===== src/rtl/logic_unit_pipe.sv =====
// rtl/logic_unit_pipe.sv - two-stage pipelined bitwise logic unit with accumulate, flags and beat counter
module logic_unit_pipe #(
    parameter int WIDTH = 8,
    parameter int CNT_W = 16
) (
    input  logic             clk,
    input  logic             rst,
    input  logic             in_valid,
    output logic             in_ready,
    input  logic [2:0]       op,
    input  logic [WIDTH-1:0] a,
    input  logic [WIDTH-1:0] b,
    input  logic             acc_en,
    input  logic             acc_clr,
    output logic             out_valid,
    input  logic             out_ready,
    output logic [WIDTH-1:0] y,
    output logic             zero,
    output logic             par,
    output logic [CNT_W-1:0] beat_cnt
);

    typedef enum logic [2:0] {
        OP_NOT  = 3'd0,
        OP_AND  = 3'd1,
        OP_OR   = 3'd2,
        OP_XOR  = 3'd3,
        OP_NOR  = 3'd4,
        OP_NAND = 3'd5,
        OP_XNOR = 3'd6,
        OP_PASS = 3'd7
    } op_t;

    logic [WIDTH-1:0] acc;
    logic [WIDTH-1:0] operand_z;
    logic [WIDTH-1:0] result;
    logic             s1_valid;
    logic [WIDTH-1:0] s1_y;
    logic             s1_zero;
    logic             s1_par;
    logic             accept;
    logic             s2_load;
    logic             deliver;

    assign in_ready = !s1_valid || !out_valid || out_ready;
    assign accept   = in_valid && in_ready;
    assign s2_load  = s1_valid && (!out_valid || out_ready);
    assign deliver  = out_valid && out_ready;

    // Chained beats read the accumulator; a clear seeds the chain from b instead.
    assign operand_z = (acc_en && !acc_clr) ? acc : b;

    always_comb begin
        result = '0;
        case (op_t'(op))
            OP_NOT:  result = ~a;
            OP_AND:  result = a & operand_z;
            OP_OR:   result = a | operand_z;
            OP_XOR:  result = a ^ operand_z;
            OP_NOR:  result = ~(a | operand_z);
            OP_NAND: result = ~(a & operand_z);
            OP_XNOR: result = ~(a ^ operand_z);
            OP_PASS: result = a;
            default: result = a;
        endcase
    end

    always_ff @(posedge clk or posedge rst) begin
        if (rst) begin
            acc <= '0;
        end else if (accept && acc_en) begin
            acc <= result;
        end
    end

    always_ff @(posedge clk or posedge rst) begin
        if (rst) begin
            s1_valid <= 1'b0;
            s1_y     <= '0;
            s1_zero  <= 1'b0;
            s1_par   <= 1'b0;
        end else if (accept) begin
            s1_valid <= 1'b1;
            s1_y     <= result;
            s1_zero  <= (result == '0);
            s1_par   <= ^result;
        end else if (s2_load) begin
            s1_valid <= 1'b0;
        end
    end

    // Output stage holds its data while stalled; only valid drops after a drain.
    always_ff @(posedge clk or posedge rst) begin
        if (rst) begin
            out_valid <= 1'b0;
            y         <= '0;
            zero      <= 1'b0;
            par       <= 1'b0;
        end else if (s2_load) begin
            out_valid <= 1'b1;
            y         <= s1_y;
            zero      <= s1_zero;
            par       <= s1_par;
        end else if (deliver) begin
            out_valid <= 1'b0;
        end
    end

    always_ff @(posedge clk or posedge rst) begin
        if (rst) begin
            beat_cnt <= '0;
        end else if (deliver) begin
            beat_cnt <= beat_cnt + 1'b1;
        end
    end

endmodule

===== config.mk =====
export PLATFORM = sky130hd
export DESIGN_NAME = logic_unit_pipe
export DESIGN_NICKNAME = d
export VERILOG_FILES = /design/src/rtl/logic_unit_pipe.sv
export SDC_FILE = /design/constraint.sdc
export NUM_CORES = 1
export LEC_CHECK = 0
export CAP_MARGIN = 5
export CORE_ASPECT_RATIO = 0.6
export CORE_UTILIZATION = 53
export CTS_CLUSTER_DIAMETER = 30
export DETAILED_ROUTE_END_ITERATION = 8
export GPL_ROUTABILITY_DRIVEN = 0
export PLACE_DENSITY = 0.79
export SLEW_MARGIN = 40
export SYNTH_ARGS = -nofsm -noshare
export SYNTH_HDL_FRONTEND = slang
export SYNTH_SLANG_ARGS = --single-unit

===== constraint.sdc =====
create_clock -name clk -period 2.55 [get_ports clk]
set_input_delay 0.51 -clock clk [delete_from_list [all_inputs] [get_ports clk]]
set_output_delay 0.51 -clock clk [all_outputs]
set_load 0.005 [all_outputs]

==> flow_metrics.env <==
export IMPL_status="finished, violations left"
export IMPL_violations="design-rule violations, negative setup slack"
export IMPL_synth_edf_count=0
export IMPL_max_freq_mhz=384.0
export IMPL_met3_usage_pct=5.380
export IMPL_num_io_pins=53
export IMPL_worst_path_max_fanout=3
export IMPL_n_fill_cell=342
export IMPL_end_kind="register"
export IMPL_portBuffers=52
export IMPL_ys_ff_latch=46
export IMPL_internal_power_mw=1.736
export IMPL_critPathKind="in -> reg"
export IMPL_numCtsBuffers=5
export IMPL_rsz0062_at_grt="true"
export IMPL_first_global_vias=2490
export IMPL_worstPathRequired_ns=2.73
export IMPL_ff_latch_area_um2=1151
export IMPL_synth_top_cell_area_share_pct=39.13
export IMPL_total_power_mw=2.545
export IMPL_grt_pass1_wl_um=11920
export IMPL_die_x_um=98.18
export IMPL_cts_htree_levels=2
export IMPL_postCtsHoldBufs=0
export IMPL_dpl_cell_count=442
export IMPL_row_count=20
export IMPL_fin_crit_ns=2.604
export IMPL_seq_area_frac_synth_pct=39.13
export IMPL_power_leakage_nw=1.962
export IMPL_synth_top_cell_by_area="dfrtp_1"
export IMPL_slew_limit_headroom_pct=66.25
export IMPL_synthesis_area_um2=2942
export IMPL_grt_ovfl_total=0
export IMPL_dieArea_um2=5862
export IMPL_ant_nets=0
export IMPL_path_clk_slew_ns=0.08
export IMPL_pwr_share_comb_pct=40.8
export IMPL_critPathLaunchType="input port"
export IMPL_vdd_drop_max_mv=0.4431
export IMPL_finalSetupViolCount=1
export IMPL_cp_data_arrival_time_ns=2.79
export IMPL_setup_slack_ns=-0.05423
export IMPL_period_share_pct=102.1
export IMPL_wirelength_um=7663
export IMPL_syn_num_nets=343
export IMPL_synth_ff_type="dfrtp_1"
export IMPL_reg2reg_slack_ns=0.12
export IMPL_worstHoldPathType="reg -> reg"
export IMPL_tightest_slew_ns=0.5023
export IMPL_p_seq_share_pct=40.7
export IMPL_grt_total_usage_pct=26.86
export IMPL_p_sw_uw=809.8
export IMPL_multi_input_area_um2=1938
export IMPL_fin_hold_ws_ns=0.4823
export IMPL_cp_slowest_stage_delay_ns=0.47
export IMPL_cts_sinks=46
export IMPL_synth_area_leaders="dfrtp_1, mux2_2, ha_1, nand2_1, xnor2_1"
export IMPL_drt_wirelength_per_cell_um=16.62
export IMPL_use_met2_pct=41.85
export IMPL_ys_async_sr_fraction_pct=100.0
export IMPL_finalClockSkew_ns=0.001706
export IMPL_powerDensity_nw_per_um2=598.5
export IMPL_cts_tree="done"
export IMPL_first_pass_iters=7
export IMPL_nets=440
export IMPL_syn_inst=297
export IMPL_die_height_um=59.71
export IMPL_num_antenna_cells=0
export IMPL_ys_warnings_count=0
export IMPL_final_max_slew_viol_count=0
export IMPL_pre_cts_ws_ns=-0.7566
export IMPL_cts_root_buf="clkbuf_8"
export IMPL_grt_max_degree=24
export IMPL_clk_path_buf_depth=2
export IMPL_switching_share_pct=31.81
export IMPL_maxCapViolations=0
export IMPL_gr_max_usage_layer="met2"
export IMPL_avgSynthCellArea_um2=9.904
export IMPL_clock_latency_ns=0.30
export IMPL_worstPathCellList="clkdlybuf4s50_1 > buf_4 > ha_1 > nor3b_1 > a21oi_2 > o221a_2 > nand2b_4 > ha_4 > xnor2_2 > xnor2_1 > o21ai_1"
export IMPL_antenna_found_initial=0
export IMPL_via_per_inst=5.640
export IMPL_final_cell_mix="buf_4, dfrtp_1, clkdlybuf4s50_1"
export IMPL_synthDistinctLibCells=42
export IMPL_via_count=2600
export IMPL_grt_use_met1_pct=38.45
export IMPL_fin_util_pct=81.71
export IMPL_clkPwrFrac_pct=18.5
export IMPL_initial_core_util_pct=56.51
export IMPL_drtIter0Drc=139
export IMPL_hold_violations=0
export IMPL_post_dp_hpwl_um=5536
export IMPL_finalNonFillerCells=461
export IMPL_drive_gt1_share_pct=33.42
export IMPL_drcViolationCount=5
export IMPL_crit_path_top_delay_cell="clkdlybuf4s50_1"
export IMPL_final_common_cell="buf_4"
export IMPL_core_um2=5205
export IMPL_area_delta_synth_final_pct=44.58
==> Yosys cell counts, types with 2 or more instances <==
cell type / instances
o211a_1: 3
nand4_1: 6
nor2_1: 16
buf_6: 2
a21oi_1: 3
o32ai_1: 3
xor2_1: 6
o21ai_1: 3
mux2_2: 29
inv_1: 21
buf_2: 3
nor3_1: 7
ha_1: 21
and3_1: 2
nand2_1: 42
dfrtp_1: 46
o21ai_0: 10
nand2b_1: 8
xnor2_1: 13
and2_1: 3
nor2b_1: 7
nand3_1: 6
nor3b_1: 4
a2111oi_2: 3
buf_4: 4
a32oi_1: 6
o211ai_1: 5
==> cells by family (layout without fill, tap and decap cells) <==
group           Yosys count  after routing  synth area share, %
xor+xnor                 19             19                5.657
flops                    46             46                39.13
mux                      30             30                11.44
simple gates            107            107                18.12
fa+ha+maj                21             21                8.932
compound gates           40             40                10.80
buf+inv                  34            132                5.912
==> power by group through the flow <==
stage | registers [mW] | clock network [mW] | logic, mW
floorplan | 1.02 | 0 | 0.500
global placement | 1.03 | 0 | 0.871
detailed placement | 1.05 | 0 | 0.904
CTS | 1.03 | 0.477 | 0.946
global route | 1.05 | 0.503 | 1.12
finish | 1.04 | 0.471 | 1.04
==> flip-flops by register name (all words and copies together), names as in the netlist <==
name / count
beat_cnt: 16
acc: 8
s1_y: 8
y: 8
out_valid: 1
par: 1
s1_par: 1
s1_valid: 1
s1_zero: 1
zero: 1
==> metal layers <==
layer,vias to the layer above,wire length (µm)
met4,0,123
met1,1272,3687
li1,1222,-
met5,-,0
met2,92,3411
met3,14,441
==> final timing paths <==
| check | startpoint | end | cells past startpoint |
|---|---|---|---|
| setup reg to reg | acc[0] | s1_par | 10 |
| min in group asynchronous | rst | beat_cnt[15] | 2 |
| max in group asynchronous | rst | beat_cnt[1] | 3 |
| hold reg to reg | beat_cnt[15] | beat_cnt[15] | 1 |
| hold / removal | beat_cnt[15] | beat_cnt[15] | 1 |
| setup / recovery | a[0] | s1_par | 11 |
==> worst max-delay path: cells and delay by family <==
kind,cells,cell delay [ns]
adder cells (fa/ha/maj),2,0.49
buffers and inverters,2,0.64
AO/OA/AOI/OAI,3,0.43
AND/OR/NAND/NOR,2,0.47
XOR/XNOR,2,0.25
==> final cells by class <==
| class | count | share of cell area, % |
|---|---|---|
| timing repair buffer | 102 | 21.27 |
| inverter | 22 | 2.001 |
| clock buffer | 7 | 2.030 |
| clock inverter | 1 | 0.1177 |
| multi-input combinational | 217 | 45.57 |
| sequential | 46 | 27.07 |
| tap | 66 | 1.942 |
==> timing repair <==
action | 4_1_cts | 5_1_grt
gates resized for setup | 18 | 25
pin swaps | 10 | 15
setup buffers | 8 | 4
endpoints found under the setup margin | 6 | 3
==> stage by stage <==
step / instance area [µm²] / TNS [ns]
finish: 4253 / -0.05423
detailed placement: 3899 / -4.438
floorplan: 3092 / -0.1684
global placement: 3899 / -3.671
global route: 4253 / -0.1532
CTS: 4076 / -0.05358
Power figures use the tool's default switching activity.
